===== src/rtl/packet_parser.sv =====
// packet_parser
//   Frames the raw UART byte stream into packets and feeds their payload to
//   the ALU as 32-bit little-endian operand words over a valid/ready handshake.
//   Packet layout: opcode, reserved byte, 16-bit little-endian total length
//   (header included), then payload. Malformed packets are flagged and their
//   remaining bytes skipped so the next packet starts on a clean boundary.
//
//   Optional feature: define PACKET_PARSER_TIMEOUT_EN to abort a packet when
//   TIMEOUT_CYCLES idle cycles pass between bytes (err_code 3).
//
// Ports
//   clk              system clock
//   rst              asynchronous active-low reset
//   rx_data_i        received byte
//   rx_valid_i       one-cycle strobe qualifying rx_data_i
//   opcode_o         opcode of the current packet
//   operand_o        assembled operand word (payload byte k -> bits [8k+7:8k])
//   operand_bytes_o  valid bytes in operand_o (1..4)
//   operand_first_o  operand_o is the first word of the packet
//   operand_last_o   operand_o is the last word of the packet
//   operand_valid_o  operand_o is valid
//   operand_ready_i  ALU accepts the word
//   error_o          one-cycle pulse on a packet rejection
//   err_code_o       reason of the latest rejection: 0 opcode, 1 length,
//                    2 overrun, 3 timeout
`timescale 1ns/1ps
module packet_parser #(
  parameter logic [15:0] MAX_LEN        = 16'd1024,
  parameter logic [31:0] TIMEOUT_CYCLES = 32'd1_000_000
) (
  input  logic        clk,
  input  logic        rst,
  input  logic [7:0]  rx_data_i,
  input  logic        rx_valid_i,
  output logic [7:0]  opcode_o,
  output logic [31:0] operand_o,
  output logic [2:0]  operand_bytes_o,
  output logic        operand_first_o,
  output logic        operand_last_o,
  output logic        operand_valid_o,
  input  logic        operand_ready_i,
  output logic        error_o,
  output logic [1:0]  err_code_o
);

  localparam logic [2:0] IDLE   = 3'd0;
  localparam logic [2:0] RSVD   = 3'd1;
  localparam logic [2:0] LEN_LO = 3'd2;
  localparam logic [2:0] LEN_HI = 3'd3;
  localparam logic [2:0] DATA   = 3'd4;
  localparam logic [2:0] WAIT   = 3'd5;
  localparam logic [2:0] DRAIN  = 3'd6;

  logic [2:0]  state;
  logic [7:0]  len_lo;
  logic [15:0] remaining;   // payload bytes still expected (DATA) or to skip (DRAIN)
  logic [1:0]  byte_idx;
  logic [31:0] assemble;
  logic        first_pending;

  logic [15:0] full_len;
  logic [15:0] payload_len;
  logic        opcode_ok;
  logic        len_ok;
  logic        last_byte;
  logic        word_done;
  logic        transfer;
  logic [31:0] next_word;

  // Header validation uses the high length byte directly from rx_data_i so the
  // decision is taken in the same cycle that byte arrives.
  always_comb begin
    full_len    = {rx_data_i, len_lo};
    payload_len = full_len - 16'd4;
    opcode_ok   = 1'b0;
    len_ok      = 1'b0;
    case (opcode_o)
      8'hEC: begin
        opcode_ok = 1'b1;
        len_ok    = 1'b1;
      end
      // (len-4) multiple of 4 is the same as len multiple of 4
      8'hAD, 8'hAC: begin
        opcode_ok = 1'b1;
        len_ok    = (full_len[1:0] == 2'b00);
      end
      8'hD1: begin
        opcode_ok = 1'b1;
        len_ok    = (full_len == 16'd12);
      end
      default: begin
        opcode_ok = 1'b0;
        len_ok    = 1'b0;
      end
    endcase
    len_ok    = len_ok && (full_len > 16'd4) && (full_len <= MAX_LEN);
    last_byte = (remaining == 16'd1);
    word_done = (state == DATA) && rx_valid_i && ((byte_idx == 2'd3) || last_byte);
    next_word = assemble | ({24'd0, rx_data_i} << {byte_idx, 3'b000});
    transfer  = operand_valid_o && operand_ready_i;
  end

`ifdef PACKET_PARSER_TIMEOUT_EN
  logic [31:0] idle_cnt;
  logic        timed_state;
  logic        timeout_hit;

  assign timed_state = (state == RSVD) || (state == LEN_LO) || (state == LEN_HI) ||
                       (state == DATA) || (state == DRAIN);
  assign timeout_hit = timed_state && !rx_valid_i && (idle_cnt >= TIMEOUT_CYCLES - 32'd1);

  // Idle-cycle counter; only runs while a packet is in progress.
  always_ff @(posedge clk or negedge rst) begin
    if (!rst) begin
      idle_cnt <= 32'd0;
    end else if (rx_valid_i || !timed_state || timeout_hit) begin
      idle_cnt <= 32'd0;
    end else begin
      idle_cnt <= idle_cnt + 32'd1;
    end
  end
`endif

  // Parser FSM, word assembly and output register.
  always_ff @(posedge clk or negedge rst) begin
    if (!rst) begin
      state           <= IDLE;
      len_lo          <= 8'd0;
      remaining       <= 16'd0;
      byte_idx        <= 2'd0;
      assemble        <= 32'd0;
      first_pending   <= 1'b0;
      opcode_o        <= 8'd0;
      operand_o       <= 32'd0;
      operand_bytes_o <= 3'd0;
      operand_first_o <= 1'b0;
      operand_last_o  <= 1'b0;
      operand_valid_o <= 1'b0;
      error_o         <= 1'b0;
      err_code_o      <= 2'd0;
    end else begin
      error_o <= 1'b0;
      if (transfer) begin
        operand_valid_o <= 1'b0;
      end
      case (state)
        IDLE: begin
          if (rx_valid_i) begin
            opcode_o <= rx_data_i;
            state    <= RSVD;
          end
        end
        RSVD: begin
          if (rx_valid_i) begin
            state <= LEN_LO;
          end
        end
        LEN_LO: begin
          if (rx_valid_i) begin
            len_lo <= rx_data_i;
            state  <= LEN_HI;
          end
        end
        LEN_HI: begin
          if (rx_valid_i) begin
            remaining <= payload_len;
            if (opcode_ok && len_ok) begin
              byte_idx      <= 2'd0;
              assemble      <= 32'd0;
              first_pending <= 1'b1;
              state         <= DATA;
            end else begin
              error_o    <= 1'b1;
              err_code_o <= opcode_ok ? 2'd1 : 2'd0;
              state      <= (full_len > 16'd4) ? DRAIN : IDLE;
            end
          end
        end
        DATA: begin
          if (rx_valid_i) begin
            remaining <= remaining - 16'd1;
            byte_idx  <= byte_idx + 2'd1;
            if (word_done) begin
              assemble <= 32'd0;
              byte_idx <= 2'd0;
              // A word still waiting and not being taken this cycle is lost.
              if (operand_valid_o && !operand_ready_i) begin
                error_o         <= 1'b1;
                err_code_o      <= 2'd2;
                operand_valid_o <= 1'b0;
                state           <= last_byte ? IDLE : DRAIN;
              end else begin
                operand_o       <= next_word;
                operand_bytes_o <= {1'b0, byte_idx} + 3'd1;
                operand_first_o <= first_pending;
                operand_last_o  <= last_byte;
                operand_valid_o <= 1'b1;
                first_pending   <= 1'b0;
                if (last_byte) begin
                  state <= WAIT;
                end
              end
            end else begin
              assemble <= next_word;
            end
          end
        end
        // A byte here already belongs to the next packet.
        WAIT: begin
          if (rx_valid_i) begin
            opcode_o <= rx_data_i;
            state    <= RSVD;
          end else if (!operand_valid_o || transfer) begin
            state <= IDLE;
          end
        end
        DRAIN: begin
          if (rx_valid_i) begin
            remaining <= remaining - 16'd1;
            if (remaining <= 16'd1) begin
              state <= IDLE;
            end
          end
        end
        default: begin
          state <= IDLE;
        end
      endcase
`ifdef PACKET_PARSER_TIMEOUT_EN
      if (timeout_hit) begin
        error_o         <= 1'b1;
        err_code_o      <= 2'd3;
        operand_valid_o <= 1'b0;
        state           <= IDLE;
      end
`endif
    end
  end

endmodule


===== config.mk =====
export PLATFORM = sky130hd
export DESIGN_NAME = packet_parser
export DESIGN_NICKNAME = d
export VERILOG_FILES = /design/src/rtl/packet_parser.sv
export SDC_FILE = /design/constraint.sdc
export NUM_CORES = 1
export LEC_CHECK = 0
export BUFFER_PORTS_ARGS = -buffer_cell sky130_fd_sc_hd__buf_2
export CORE_ASPECT_RATIO = 1.5
export CORE_MARGIN = 10
export CORE_UTILIZATION = 53
export CTS_BUF_LIST = sky130_fd_sc_hd__clkbuf_16
export DETAILED_ROUTE_END_ITERATION = 12
export GPL_TIMING_DRIVEN = 0
export HOLD_SLACK_MARGIN = 0.05
export PLACE_DENSITY = 0.76
export SETUP_SLACK_MARGIN = 0.5
export SKIP_CTS_REPAIR_TIMING = 1
export SKIP_LAST_GASP = 1
export SYNTH_ARGS = -nofsm -noshare
export SYNTH_HDL_FRONTEND = slang
export SYNTH_SLANG_ARGS = --single-unit

===== constraint.sdc =====
create_clock -name clk -period 2.04 [get_ports clk]
set_input_delay 0.408 -clock clk [delete_from_list [all_inputs] [get_ports clk]]
set_output_delay 0.408 -clock clk [all_outputs]
set_load 0.005 [all_outputs]

==> results of run 1 <==
-- cell usage in the layout, fill, tap and decap left out, types with 5 or more instances in the layout --
cell       instances
o21ai_1            7
buf_4             29
dfrtp_2            6
clkbuf_2           6
buf_6             13
nor3_1             5
nor2_4             8
ha_1               5
nor2_1            37
nor2_2            13
a21oi_1           56
a22o_1            31
nor2b_1            5
dfrtp_1          105
a21oi_2           30
buf_2             62
buf_8              8
mux2_2            14
clkbuf_1          10
clkbuf_16         16
xor2_1             5
inv_1             10
o21ai_0           19
nand2_1           17
nand3_1           17
and2_1             5
-- logic make-up (layout without fill, tap and decap cells) --
logic type               Yosys count  in the layout
AO/OA/AOI/OAI                    177            177
AND/OR/NAND/NOR                  153            153
flip-flops                       111            111
buffers and inverters             54            174
multiplexers                      19             19
XOR/XNOR                          12             12
adder cells (fa/ha/maj)            6              6
-- final cells by class --
class | instances | area, um2
inverter | 12 | 45.0
clock buffer | 9 | 225
tap | 117 | 146
fill | 687 | 2810
timing repair buffer | 104 | 850
clock inverter | 7 | 55.1
buffer | 42 | 329
sequential | 111 | 2790
multi-input combinational | 367 | 2770
-- routing by layer --
metal | vias up | GRT usage (%)
met5 | - | 0
met4 | 0 | 9.61
met3 | 43 | 4.37
met2 | 186 | 34.7
met1 | 2325 | 23.0
li1 | 2141 | -
-- sequential cells by signal, indices dropped and copies added (netlist names) --
register and count:
assemble 32, byte_idx 2, err_code_o 2, error_o 1, first_pending 1, len_lo 8, opcode_o 8, operand_bytes_o 3
operand_first_o 1, operand_last_o 1, operand_o 32, operand_valid_o 1, remaining 16, state 3
-- report_power, final --
part / switching, W / leakage, nW / internal (W) / total [W]
registers: 0.000908 / 1.42 / 0.00312 / 0.00403
clock network: 0.000845 / 0.135 / 0.000845 / 0.00169
logic: 0.00202 / 1.66 / 0.00188 / 0.00390
-- Yosys cell counts (3+ instances only) --
| master | number |
|---|---|
| dfrtp_1 | 111 |
| a21oi_1 | 86 |
| nor2_1 | 57 |
| a22o_1 | 31 |
| o21ai_0 | 28 |
| clkbuf_1 | 22 |
| nand3_1 | 19 |
| nand2_1 | 18 |
| mux2_2 | 17 |
| inv_1 | 12 |
| nor2b_1 | 7 |
| nor3_1 | 7 |
| xnor2_1 | 7 |
| and2_1 | 6 |
| buf_2 | 6 |
| buf_4 | 6 |
| ha_1 | 6 |
| nor4_1 | 5 |
| xor2_1 | 5 |
| buf_6 | 4 |
| a22oi_1 | 3 |
| and3_1 | 3 |
| buf_1 | 3 |
| nand2b_1 | 3 |
| nand4_1 | 3 |
| nor3b_1 | 3 |
| nor4_2 | 3 |
| o21a_1 | 3 |
| o22a_1 | 3 |
-- worst min path at each step --
| stage | from | endpoint | slack, ns | cells after the start |
|---|---|---|---|---|
| 5_1_grt | rst | remaining[6] | 0.06 | 1 |
| 3_5_place_dp | rst | remaining[5] | 0.41 | 1 |
| 4_1_cts | rst | remaining[6] | 0.03 | 1 |
| 6_report | rst | remaining[6] | 0.009 | 1 |
| 2_1_floorplan | rst | assemble[0] | 0.11 | 0 |
| 3_3_place_gp | assemble[10] | assemble[10] | 0.48 | 1 |
-- through the flow --
stage	setup WS (ns)	hold slack [ns]
floorplan	0.0772	0.112
global placement	-0.823	0.484
detailed placement	-0.286	0.408
CTS	-0.348	0.0329
global route	-0.204	0.0574
finish	-0.129	0.00911
-- worst reg2reg max path, cell delays in order, from the launching register on --
cell and delay (ns):
dfrtp_2 0.44, nor4_4 0.40, and4_1 0.26, buf_6 0.12, o21bai_4 0.08, nor2_4 0.12
buf_12 0.15, buf_8 0.16, mux2_1 0.32
==> reports/summary.md, run 1 <==
VDD sags by at most 0.713 mV. For the final max-slew violation count, the log shows 0. For the pin with the worst max-slew slack, the measured transition is 0.702 ns.

The total design power was 0.00962 W. The clock sink count was 111; the largest driver fanout on the critical path was 7. Measured on the finished design, the core utilization comes to 71.9%. The final critical path time including I/O delays and setup works out to 2.17 ns.

The number of H-tree levels is 3, and the number of buffers created by CTS is 9. First-pass GRT wire length: 23300 um. Root buffer selected by CTS: clkbuf_16.

The prevailing post-synth register cell is dfrtp_1. The vias after detailed routing is 4695, and the fraction of the mapped netlist area in compound gates is 20.9%. The count of endpoints failing hold in the final timing report was 0. The final reports fail on negative setup slack.

The origin of the critical flop-to-flop path is remaining[5]. Number of flops mapped to enable cells by yosys: 0. Type of element capturing the critical path: a flip-flop. The die outline height came out at 143 um. Including well taps, the total number of placed cells is 710.

Synthesized instance count: 532. The share of synthesized flip-flops with an asynchronous set or reset came out at 100%. For the number of ports placed on the die boundary, the log shows 61.

The initial DRC count was 302. In this run the worst setup path begins at remaining[5]. In this run the horizontal extent of the chip is 102 um. The number of register bits inferred by synthesis was 111. The net count after synthesis is 550, and the via density per instance is 6.11. For the aggregate routed wire length, the log shows 15900 um.

The clock arrives with 0.00677 ns of skew. The maximum achievable frequency is 0.461 GHz, and the via count of the first global-routing pass is 4605. Grouping stages by cell kind, the critical path spends the most delay in simple AND/OR/NAND/NOR gates. The type of the setup path with the least slack is flip-flop to flip-flop. The final net count was 665; the depth of the worst register-to-register path was 8. Row generation in the floorplan step produced 45 rows. Together, buffers and inverters on the worst path number 3.

In the routed design, unresolved DRC markers number 0. The core region is 10000 um2. Leaving out filler cells and counting taps, the final layout contains 769. The mean cell area of the mapped netlist works out to 10.1 um2. Setup repair after global routing could not meet its margin everywhere. The clock reaches the later pin of the worst-skew pair after 0.35 ns. The run finished, with violations left. Clock slew at the register clock pins of the worst setup and hold paths: 0.07 ns.

The count of nets left with antenna violations once routing finished came out at 0. The full die area was 14700 um2. The met1 wire length was 6170 um; the share of post-route cells with drive strength above 1 was 40.6%.

In this run the tool buffered the top-level ports with 60 buffer cells. In this run the worst hold path is classified as input port to asynchronous set/reset pin. The worst register-to-register path ends at operand_bytes_o[2]. The tool flagged a number of max-cap violations equal to 0. After routing, the total negative slack on setup checks comes to -4.59 ns. Compared with the post-synthesis result, the final layout area differs by 33.9%.

Of all cell types, the one taking the most synthesized area is dfrtp_1. By area the synthesized netlist is led by dfrtp_1 52%, a21oi_1 8.0%, a22o_1 5.0%. The wire length on met3 is 895 um, and the total grt overflow is 0. In the global route stage, overall resource usage came out at 20.2%.

The initial core utilization was 53.7%. Summed over all cells, the static leakage comes to 3.22 nW. Counting along the longest clock path gives a buffer depth of 2. The highest layer touched by signal routing is met4. Summing the areas of all fa, ha and maj instances in the mapped netlist gives 1.39% of the synthesized area. The number of antenna diodes was 0; the ratio of total power to cell area was 1330 nW/um2.

By area, the combinational part of the netlist is dominated by compound AO/OA/AOI/OAI gates. Summed over all nets, the half-perimeter wirelength after detailed placement is 10400 um. For the required time reported for the critical path endpoint, the log shows 2.28 ns.

Walking the worst path, the cells encountered are nor4_4, and4_1, buf_6, o21bai_4, nor2_4, buf_12, buf_8, mux2_1. The top cell type's share of synthesized area was 51.6%; the routability congestion estimate was 0.946. The worst setup path is launched from a flip-flop. TritonCTS built the clock tree. The tools report the worst path arrival time as 2.40 ns.

The sequential area share after synthesis is 51.6%. The multiplexer area fraction after synthesis is 3.95%, and the sum of met2 wire segment lengths after detailed routing is 8300 um. Once layout is done, the placed cells without fillers occupy 7210 um2. The run gives 0 as the initial antenna violation count. The logs give -0.129 ns for the worst-case setup margin in the final layout and 78 for the maximum number of pins on one net before global-route repair. Following the worst setup path forward leads to its endpoint at operand_bytes_o[2].

Average detailed-routed wire length per instance: 20.7 um. Setup violations remaining at the end of the flow were counted as 53. Simple-gate share of the synthesized area: 15.3%. The placed instances occupy a cell area of 6010 um2.

The number of distinct library cell variants in the gate-level netlist after synthesis came out at 68. Summing the areas of all xor and xnor instances in the mapped netlist gives 1.95% of the synthesized area. The remaining max-slew budget at the tightest pin came out at 53.2%.

The stage delay of the slowest cell on the critical path was 0.44 ns; the post-synthesis cell area was 5380 um2. The flop-to-flop setup slack was -0.13 ns. The first detailed-routing pass took 7 iterations. The worst path uses 106% of the clock period.

The critical path runs through a total of 8 cells. Cell at the slowest stage of the critical path: dfrtp_2. During synthesis, Yosys emitted a total of 0 warnings.
Note: power is estimated with default switching activity, not from simulation.
==> run 2, diff against run 1 <==
- GPL_TIMING_DRIVEN: 0 -> not set
==> reports/summary.md, run 2 (synthesis gave the netlist of run 1 again) <==
The flow ran to the end, but the final reports show violations. The checks that failed: negative setup slack. For the clock sink count, the log shows 111 (unchanged). The count of buffers inserted at the top-level ports was 60 (unchanged). Switching power as a share of total power: 39.4% (+0.25 points).

Final critical path time including I/O delays and setup: 2.20 ns (+0.0321 ns). Ratio of total power to cell area: 1400 nW/um2 (+4.6%). The maximum number of pins on one net before global-route repair came out at 41 (-47%). The via density per instance is 6.27 (+2.8%). The max-cap check violation count was 0 (unchanged).

Clock tree synthesis selected as its root buffer the cell clkbuf_16. The sequential standard cell area was 2780 um2 (-0.22%). The die width came out at 102 um (unchanged).

The worst hold margin was 0.506 ns (+0.497 ns); the count of endpoints failing hold in the final timing report was 0 (unchanged). For the worst-case setup margin in the final layout, the log shows -0.161 ns (-0.0321 ns). The tools report the leakage power figure as 3.46 nW (+7.6%). The total grt overflow was 0 (unchanged).

The run gives 24000 um (+3.2%) as the first-pass GRT wire length. The part of the cycle the worst path needs came out at 108% (+1.6 points). The clock power share is 15.9% (-1.7 points).

The number of buffers between clock root and the deepest sink was 2 (unchanged); the total non-filler cell area in the finished layout was 7700 um2 (+6.9%). The die outline height was 143 um (unchanged); the number of antenna diodes was 0 (unchanged). The critical path goes through nor4b_2, nand4_1, a21oi_1, nand4_4, o21a_4, a22o_1.

The number of H-tree levels came out at 3 (unchanged). The average detailed-routed wire length per instance came out at 22.3 um (+7.8%). The largest registers in the layout are assemble x32, operand_o x32, remaining x16. The relative contribution of sequential cells to total power is 36.6% (-5.3 points), and the initial antenna violation count is 0 (unchanged). Number of ports placed on the die boundary: 61 (unchanged). The run gives 3000 um2 (+8.0%) as the area of the multi-input gates. Number of iterations in the first detailed-routing pass: 5 (-2).

The post-placement setup slack is -0.149 ns (+0.136 ns). The most common cell after layout, fill and taps aside was dfrtp_1. The stage delay of the slowest cell on the critical path is 0.40 ns (-0.04 ns). The cell at the slowest stage of the critical path was dfrtp_1. Later-pin clock latency in the skew report: 0.36 ns (about the same).

The worst setup path is launched from a flip-flop. The final max-slew violation count was 0 (unchanged). Row count: 45 (unchanged).

STA classifies the critical path endpoint as a flip-flop. The tools report the required time reported for the critical path endpoint as 2.29 ns (about the same). The detailed-placement wirelength estimate was 10600 um (+1.7%). Peak supply drop: 0.906 mV (+27%).

Setup repair after global routing could not meet its margin everywhere. From synthesis to final layout, the design area changed by 43.1%. For the vias after detailed routing, the log shows 4988 (+6.2%).

The setup path with the least slack is of type flip-flop to flip-flop. The number of setup violations in the final report was 57 (+7.5%). The transition time at the pin with the least slew margin came out at 0.562 ns (-0.140 ns). The final setup skew was 0.00931 ns (+0.00254 ns).

Full die area: 14700 um2 (unchanged). Largest driver fanout on the critical path: 16 (+9). The logs give 594 (-14%) for the number of filler cells placed in the layout and 6430 um2 (+6.9%) for the standard cell area after detailed placement.

The logs give 4745 (+3.0%) for the via count of the first global-routing pass and 17700 um (+11%) for the aggregate routed wire length. In this run the worst hold path is classified as flip-flop to flip-flop. The worst path arrival time was 2.45 ns (+0.05 ns); the initial core utilization was 53.7% (unchanged). The tools report the final net count as 691 (+3.9%).

TritonCTS built the clock tree. The DRC violation count after routing is 0 (unchanged). The run gives 20.7% (+0.58 points) as the overall routing resource usage. The maximum achievable frequency is 0.454 GHz (-1.5%). The remaining max-slew budget at the tightest pin came out at 62.5% (+9.3 points). The logs give 0.00424 W (+12%) for the net switching power and 0.00651 W (+11%) for the internal power summed over all cells.

The number of nets with antenna violations after detailed routing is 0 (unchanged), and the clock slew at the register clock pins of the worst setup and hold paths is 0.08 ns (about the same). The run gives 314 (+4.0%) as the initial DRC count. The share of post-route cells with drive strength above 1 was 47.1% (+6.4 points); the core region area was 10000 um2 (unchanged).

For the number of buffers created by CTS, the log shows 9 (unchanged). The routability congestion estimate came out at 0.957 (+1.1%). The library cells used most frequently in the layout, excluding fill and tap cells, are 110 x dfrtp_1, 78 x buf_4, 59 x buf_2, 54 x a21oi_1, 32 x a21oi_2.

The combinational fraction of design power came out at 47.5% (+7.0 points).
-- run 2: cell types whose count changed in the layout (fill, tap and decap cells not counted), moves of 4 or more --
cell,before,now
buf_8,8,4
buf_4,29,78
nor2_1,37,26
nor2_4,8,26
dfrtp_1,105,110
buf_12,4,10
clkbuf_1,10,0
o21ai_1,7,13
dfrtp_2,6,1
clkbuf_2,6,0
o21ai_0,19,14
nor2_2,13,6
-- run 2: routing by layer --
layer,up-vias,part of all wire [%],global-route usage (%)
met5,-,0,0
met4,0,4.4,7.45
met3,67,6.6,4.47
met2,245,51,35.5
met1,2464,38,24.8
li1,2212,-,-
-- run 2: path summary, 6_finish.rpt --
kind                               from      endpoint  slack (ns)  cells after the start
max in group asynchronous           rst  operand_o[8]        0.85                      3
min in group asynchronous           rst  remaining[4]        0.55                      2
setup / recovery            opcode_o[2]  assemble[19]       -0.16                      6
hold / removal             assemble[13]  assemble[13]        0.51                      1
setup reg to reg            opcode_o[2]  assemble[19]       -0.16                      6
hold reg to reg            assemble[13]  assemble[13]        0.51                      1
-- run 2: cell type report --
class / count / share of cell area, %
Sequential cell: 111 / 36.1
Multi-Input combinational cell: 369 / 38.9
Clock buffer: 9 / 2.92
Inverter: 12 / 0.617
Timing Repair Buffer: 170 / 18.9
Clock inverter: 7 / 0.747
Tap cell: 117 / 1.90
-- run 2: worst max-delay path: cells and delay by family (launching register included) --
family / cells / cell delay (ns)
compound gates: 3 / 0.91
flops: 1 / 0.40
simple gates: 3 / 0.77
-- run 2: power groups by stage --
| stage | clock network, W | logic [W] | registers (W) |
|---|---|---|---|
| global placement | 0 | 0.00393 | 0.00374 |
| CTS | 0.00172 | 0.00408 | 0.00376 |
| floorplan | 0 | 0.00220 | 0.00383 |
| global route | 0.00182 | 0.00552 | 0.00402 |
| detailed placement | 0 | 0.00406 | 0.00378 |
| finish | 0.00171 | 0.00510 | 0.00393 |
-- run 2: through the flow --
| step | utilization (%) | TNS (ns) | instances | power (W) |
|---|---|---|---|---|
| floorplan | - | 0 | 532 | 0.00603 |
| global placement | 64.1 | -2.72 | 750 | 0.00767 |
| detailed placement | 64.1 | -4.05 | 750 | 0.00784 |
| CTS | 66.9 | -6.31 | 766 | 0.00956 |
| global route | 76.9 | -9.71 | 795 | 0.0114 |
| finish | 76.9 | -4.64 | 795 | 0.0108 |
